**config.mk**
```make
export PLATFORM = sky130hd
export DESIGN_NAME = seq_pattern_detector
export DESIGN_NICKNAME = d
export VERILOG_FILES = /design/src/rtl/seq_det_pkg.sv /design/src/rtl/seq_hit_counter.sv /design/src/rtl/seq_pattern_detector.sv
export SDC_FILE = /design/constraint.sdc
export NUM_CORES = 1
export LEC_CHECK = 0
export CAP_MARGIN = 40
export CORE_UTILIZATION = 34
export DETAILED_ROUTE_END_ITERATION = 7
export PLACE_DENSITY = 0.55
export SLEW_MARGIN = 20
export SYNTH_ARGS = -nofsm -noshare
export SYNTH_HDL_FRONTEND = slang
export SYNTH_SLANG_ARGS = --single-unit
export TNS_END_PERCENT = 10
```
**constraint.sdc**
```tcl
create_clock -name clk -period 2.9 [get_ports clk]
set_input_delay 0.58 -clock clk [delete_from_list [all_inputs] [get_ports clk]]
set_output_delay 0.58 -clock clk [all_outputs]
set_load 0.01 [all_outputs]
```
**src/rtl/seq_det_pkg.sv**
```systemverilog
// rtl/seq_det_pkg.sv - shared defaults and the fill-width helper for the pattern detector
package seq_det_pkg;

  localparam int       DEF_N       = 4;
  localparam logic [3:0] DEF_PATTERN = 4'b1010;
  localparam int       DEF_CNT_W   = 8;

  // Width needed to hold a fill level from 0 up to and including n.
  function automatic int fill_w(input int n);
    return $clog2(n + 1);
  endfunction

endpackage

```
**src/rtl/seq_hit_counter.sv**
```systemverilog
// rtl/seq_hit_counter.sv - saturating match counter with synchronous clear
module seq_hit_counter
  import seq_det_pkg::*;
#(
  parameter int CNT_W = DEF_CNT_W
) (
  input  logic             clk,
  input  logic             clr_n,
  input  logic             inc,
  input  logic             clr,
  output logic [CNT_W-1:0] count
);

  // Clear wins over counting, but a hit in the clearing cycle is still counted as the first one.
  always_ff @(posedge clk or negedge clr_n) begin
    if (!clr_n) begin
      count <= '0;
    end else if (clr) begin
      count <= {{(CNT_W-1){1'b0}}, inc};
    end else if (inc && (count != {CNT_W{1'b1}})) begin
      count <= count + {{(CNT_W-1){1'b0}}, 1'b1};
    end
  end

endmodule

```
**src/rtl/seq_pattern_detector.sv**
```systemverilog
// rtl/seq_pattern_detector.sv - serial bit-pattern detector with runtime pattern and hit counter
module seq_pattern_detector
  import seq_det_pkg::*;
#(
  parameter int           N       = DEF_N,
  parameter logic [N-1:0] PATTERN = N'(DEF_PATTERN),
  parameter bit           OVERLAP = 1'b1,
  parameter int           CNT_W   = DEF_CNT_W
) (
  input  logic                 clk,
  input  logic                 clr_n,
  input  logic                 en,
  input  logic                 x,
  input  logic                 pat_load,
  input  logic [N-1:0]         pat_in,
  input  logic                 cnt_clr,
  output logic                 y,
  output logic [CNT_W-1:0]     hit_count,
  output logic [fill_w(N)-1:0] fill
);

  localparam int            FW        = fill_w(N);
  localparam logic [FW-1:0] FILL_FULL = FW'(N);

  logic [N-1:0]  pat_r;
  logic [N-1:0]  hist;
  logic [N-1:0]  hist_nx;
  logic [FW-1:0] fill_nx;
  logic          sample;
  logic          match;
  // The oldest history bit shifts out without feeding back into anything.
  logic          hist_msb_unused;

  assign hist_msb_unused = hist[N-1];

  // Post-shift history/fill and the match decision; a load cycle never samples.
  always_comb begin
    sample  = en & ~pat_load;
    hist_nx = {hist[N-2:0], x};
    fill_nx = (fill == FILL_FULL) ? fill : fill + FW'(1);
    match   = sample && (hist_nx == pat_r) && (fill_nx == FILL_FULL);
  end

  // Pattern, history, fill and the registered match pulse.
  always_ff @(posedge clk or negedge clr_n) begin
    if (!clr_n) begin
      pat_r <= PATTERN;
      hist  <= '0;
      fill  <= '0;
      y     <= 1'b0;
    end else begin
      y <= match;
      if (pat_load) begin
        pat_r <= pat_in;
        hist  <= '0;
        fill  <= '0;
      end else if (en) begin
        hist <= hist_nx;
        fill <= (match && !OVERLAP) ? '0 : fill_nx;
      end
    end
  end

  seq_hit_counter #(
    .CNT_W (CNT_W)
  ) u_hit_counter (
    .clk   (clk),
    .clr_n (clr_n),
    .inc   (match),
    .clr   (cnt_clr),
    .count (hit_count)
  );

endmodule

```
==> run summary <==
Status - finished, violations left
Violated checks - design-rule violations
Vias in the first global route - 758
Leakage dissipation - 0.575 nW
CTS tree - yes
Share of cells above drive strength 1 - 14.8%
Register area share after synthesis - 45.6%
Port Buffers - 21
Synth top area share - 40.6%
# DRC - 1
WS Path Type - reg2reg
Cts bufs inserted - 3
Avg Inst Size Synth - 10.6 um2
Crit path arrival time - 2.56 ns
Grt total ovfl - 0
Top-count cell post-synth - dfrtp_1
Filler instances - 273
Starting Density - 37.1%
Antenna-violating nets left - 0
Nets - 136
Worst min-delay path class - reg2reg
Syn Nets - 112
Largest net degree at the start of global routing - 13
Area of the multi-input gates - 528 um2
Final worst setup slack - 0.563 ns
Vias per cell - 5.35
Pre-CTS setup slack - 0.374 ns
Chip width - 57.5 um
Post-CTS setup buffer count - 0
Hold-fix buffers at CTS - 0
Root buf cell - clkbuf_4
I/O Pins - 22
Gpl congestion - 0.768
Cell Rows - 19
Setup tns final - 0 ns
Clk buf depth - 2
Die ar. - 0.00331 mm2
Ys Warns - 0
Register Area - 478 um2
Area leader, netlist - dfrtp_1
First-pass GRT wire length - 3.46 mm
Synth Instances - 99
Top cells by count, synth - dfrtp_1 (17), nand3_1 (8), a21oi_1 (7)
Insertion delay to the later sink of the worst-skew pair - 0.30 ns
Vias - 819
Yosys cell types - 34
H-tree depth - 1
Critical path required time - 3.12 ns
Relative slew margins - 70.4%
Initial antenna violation count - 0
# setup viols final - 0
Wire length per cell - 13.1 um
Worst slew pin tran - 0.442 ns
CTS clk-pin slew, worst paths - 0.12 ns
Worst setup SP type - flop
Area grow syn2layout - 26.5%
Final hold slack - 0.561 ns
Fmax - 428 MHz
Top post-synthesis cells by area - dfrtp_1 (41%), mux2_2 (5.4%), dfstp_2 (5.0%), nand3_1 (3.8%), ha_1 (3.6%)
CP Capture Type - flop
Synth Cell Area - 0.00105 mm2
Crit Path Max Fanout - 12
Post-synth EDFFs - 0
Ys flop type - dfrtp_1
Detailed placer's ending HPWL - 1.56 mm
Diodes inserted - 0
Max-cap violations - 0
Final Slew Violations - 0
Peak supply drop - 0.268 mV
Final Hold Fails - 0
Asr flop ratio synth - 100%
Die height - 57.5 um
Final Cycle Share - 80.6%
Drt initial violations - 21
Worst Clk Skew - 0.00976 ns
Power Density - 378 mW/mm2
Min Tclk post-route - 2.34 ns
R2r setup slk - 0.56 ns
Drt pass-1 iters - 6
CTS Sinks - 19
Cells after DPL - 149
Post-CTS resize count - 0
Yosys reg bits - 19
Finished Layout Cells - 153
RSZ-0062 raised after global routing - no
Total Routed Length - 2.00 mm
Gr usage total - 13.7%
Core footprint - 0.00283 mm2
==> state kept, by name, summed over array words and instances (netlist names) <==
| register | cells |
|---|---|
| u_hit_counter.count | 8 |
| pat_r | 4 |
| y | 1 |
| hist | 3 |
| fill | 3 |
==> through the flow <==
stage	utilization (%)	total power, W	cell area, um2
2_1_floorplan	-	0.000335	1050
3_3_place_gp	45.4	0.000367	1280
3_5_place_dp	45.8	0.000370	1300
4_1_cts	46.9	0.000511	1330
5_1_grt	46.9	0.000534	1330
6_report	46.9	0.000501	1330
==> power breakdown <==
group          internal (W)  switching (W)
registers          0.000277     0.00000932
logic             0.0000421      0.0000351
clock network     0.0000525      0.0000849
total              0.000371       0.000129
==> layout make-up <==
cell class                 instances  share of cell area, %
clock buffer                       3                   1.70
sequential                        19                   36.0
inverter                           4                   1.13
timing repair buffer              24                   17.8
tap                               31                   2.92
clock inverter                     1                  0.566
multi-input combinational         71                   39.8
==> cell families after synthesis <==
group	count (synthesis)	share of synthesized area, %
AO/OA/AOI/OAI	19	14.8
XOR/XNOR	5	4.18
adder cells (fa/ha/maj)	3	3.58
buffers and inverters	9	4.06
flip-flops	19	45.6
multiplexers	8	8.23
AND/OR/NAND/NOR	36	19.6
==> path summary, 6_finish.rpt <==
kind,depth (start not counted),start,end
worst max register to register,7,fill[0],u_hit_counter.count[4]
worst max-delay path,7,fill[0],u_hit_counter.count[4]
max in group asynchronous,2,clr_n,pat_r[3]
worst min-delay path,1,pat_r[2],pat_r[2]
min in group asynchronous,1,clr_n,u_hit_counter.count[6]
worst min register to register,1,pat_r[2],pat_r[2]
==> per-layer routing <==
layer	vias to the layer above	wire (um)	GRT usage, %
li1	413	-	-
met3	2	88	4.76
met4	0	17	2.09
met2	18	934	22.3
met1	386	962	18.1
met5	-	0	0
==> worst max-delay path, stage by stage, from the launching register on <==
cell and delay, ns:
dfrtp_1 0.42, inv_1 0.09, ha_1 0.27, a21bo_2 0.23, a2111oi_4 0.29, o211ai_2 0.26
or4_1 0.55, a21oi_1 0.15
==> placed cells by master, fill, tap and decap left out, drive strengths merged <==
master         count
nand4b             1
xor2               4
nor3b              1
ha                 3
dfrtp             17
clkbuf             3
nand3              8
xnor2              1
inv                4
nand3b             1
nor4b              1
o41ai              1
o211ai             1
nor3               4
a2111oi            1
o21ai              1
o21a               2
a41oi              1
nor2               5
a21bo              1
a21oi              7
or4                4
clkdlybuf4s50     21
o31ai              3
clkinvlp           1
dfstp              2
nand2              5
mux2i              3
buf                3
and3               3
o211a              1
and4b              1
mux2               5
nor2b              2
No activity file was read; power rests on OpenSTA's default activity.
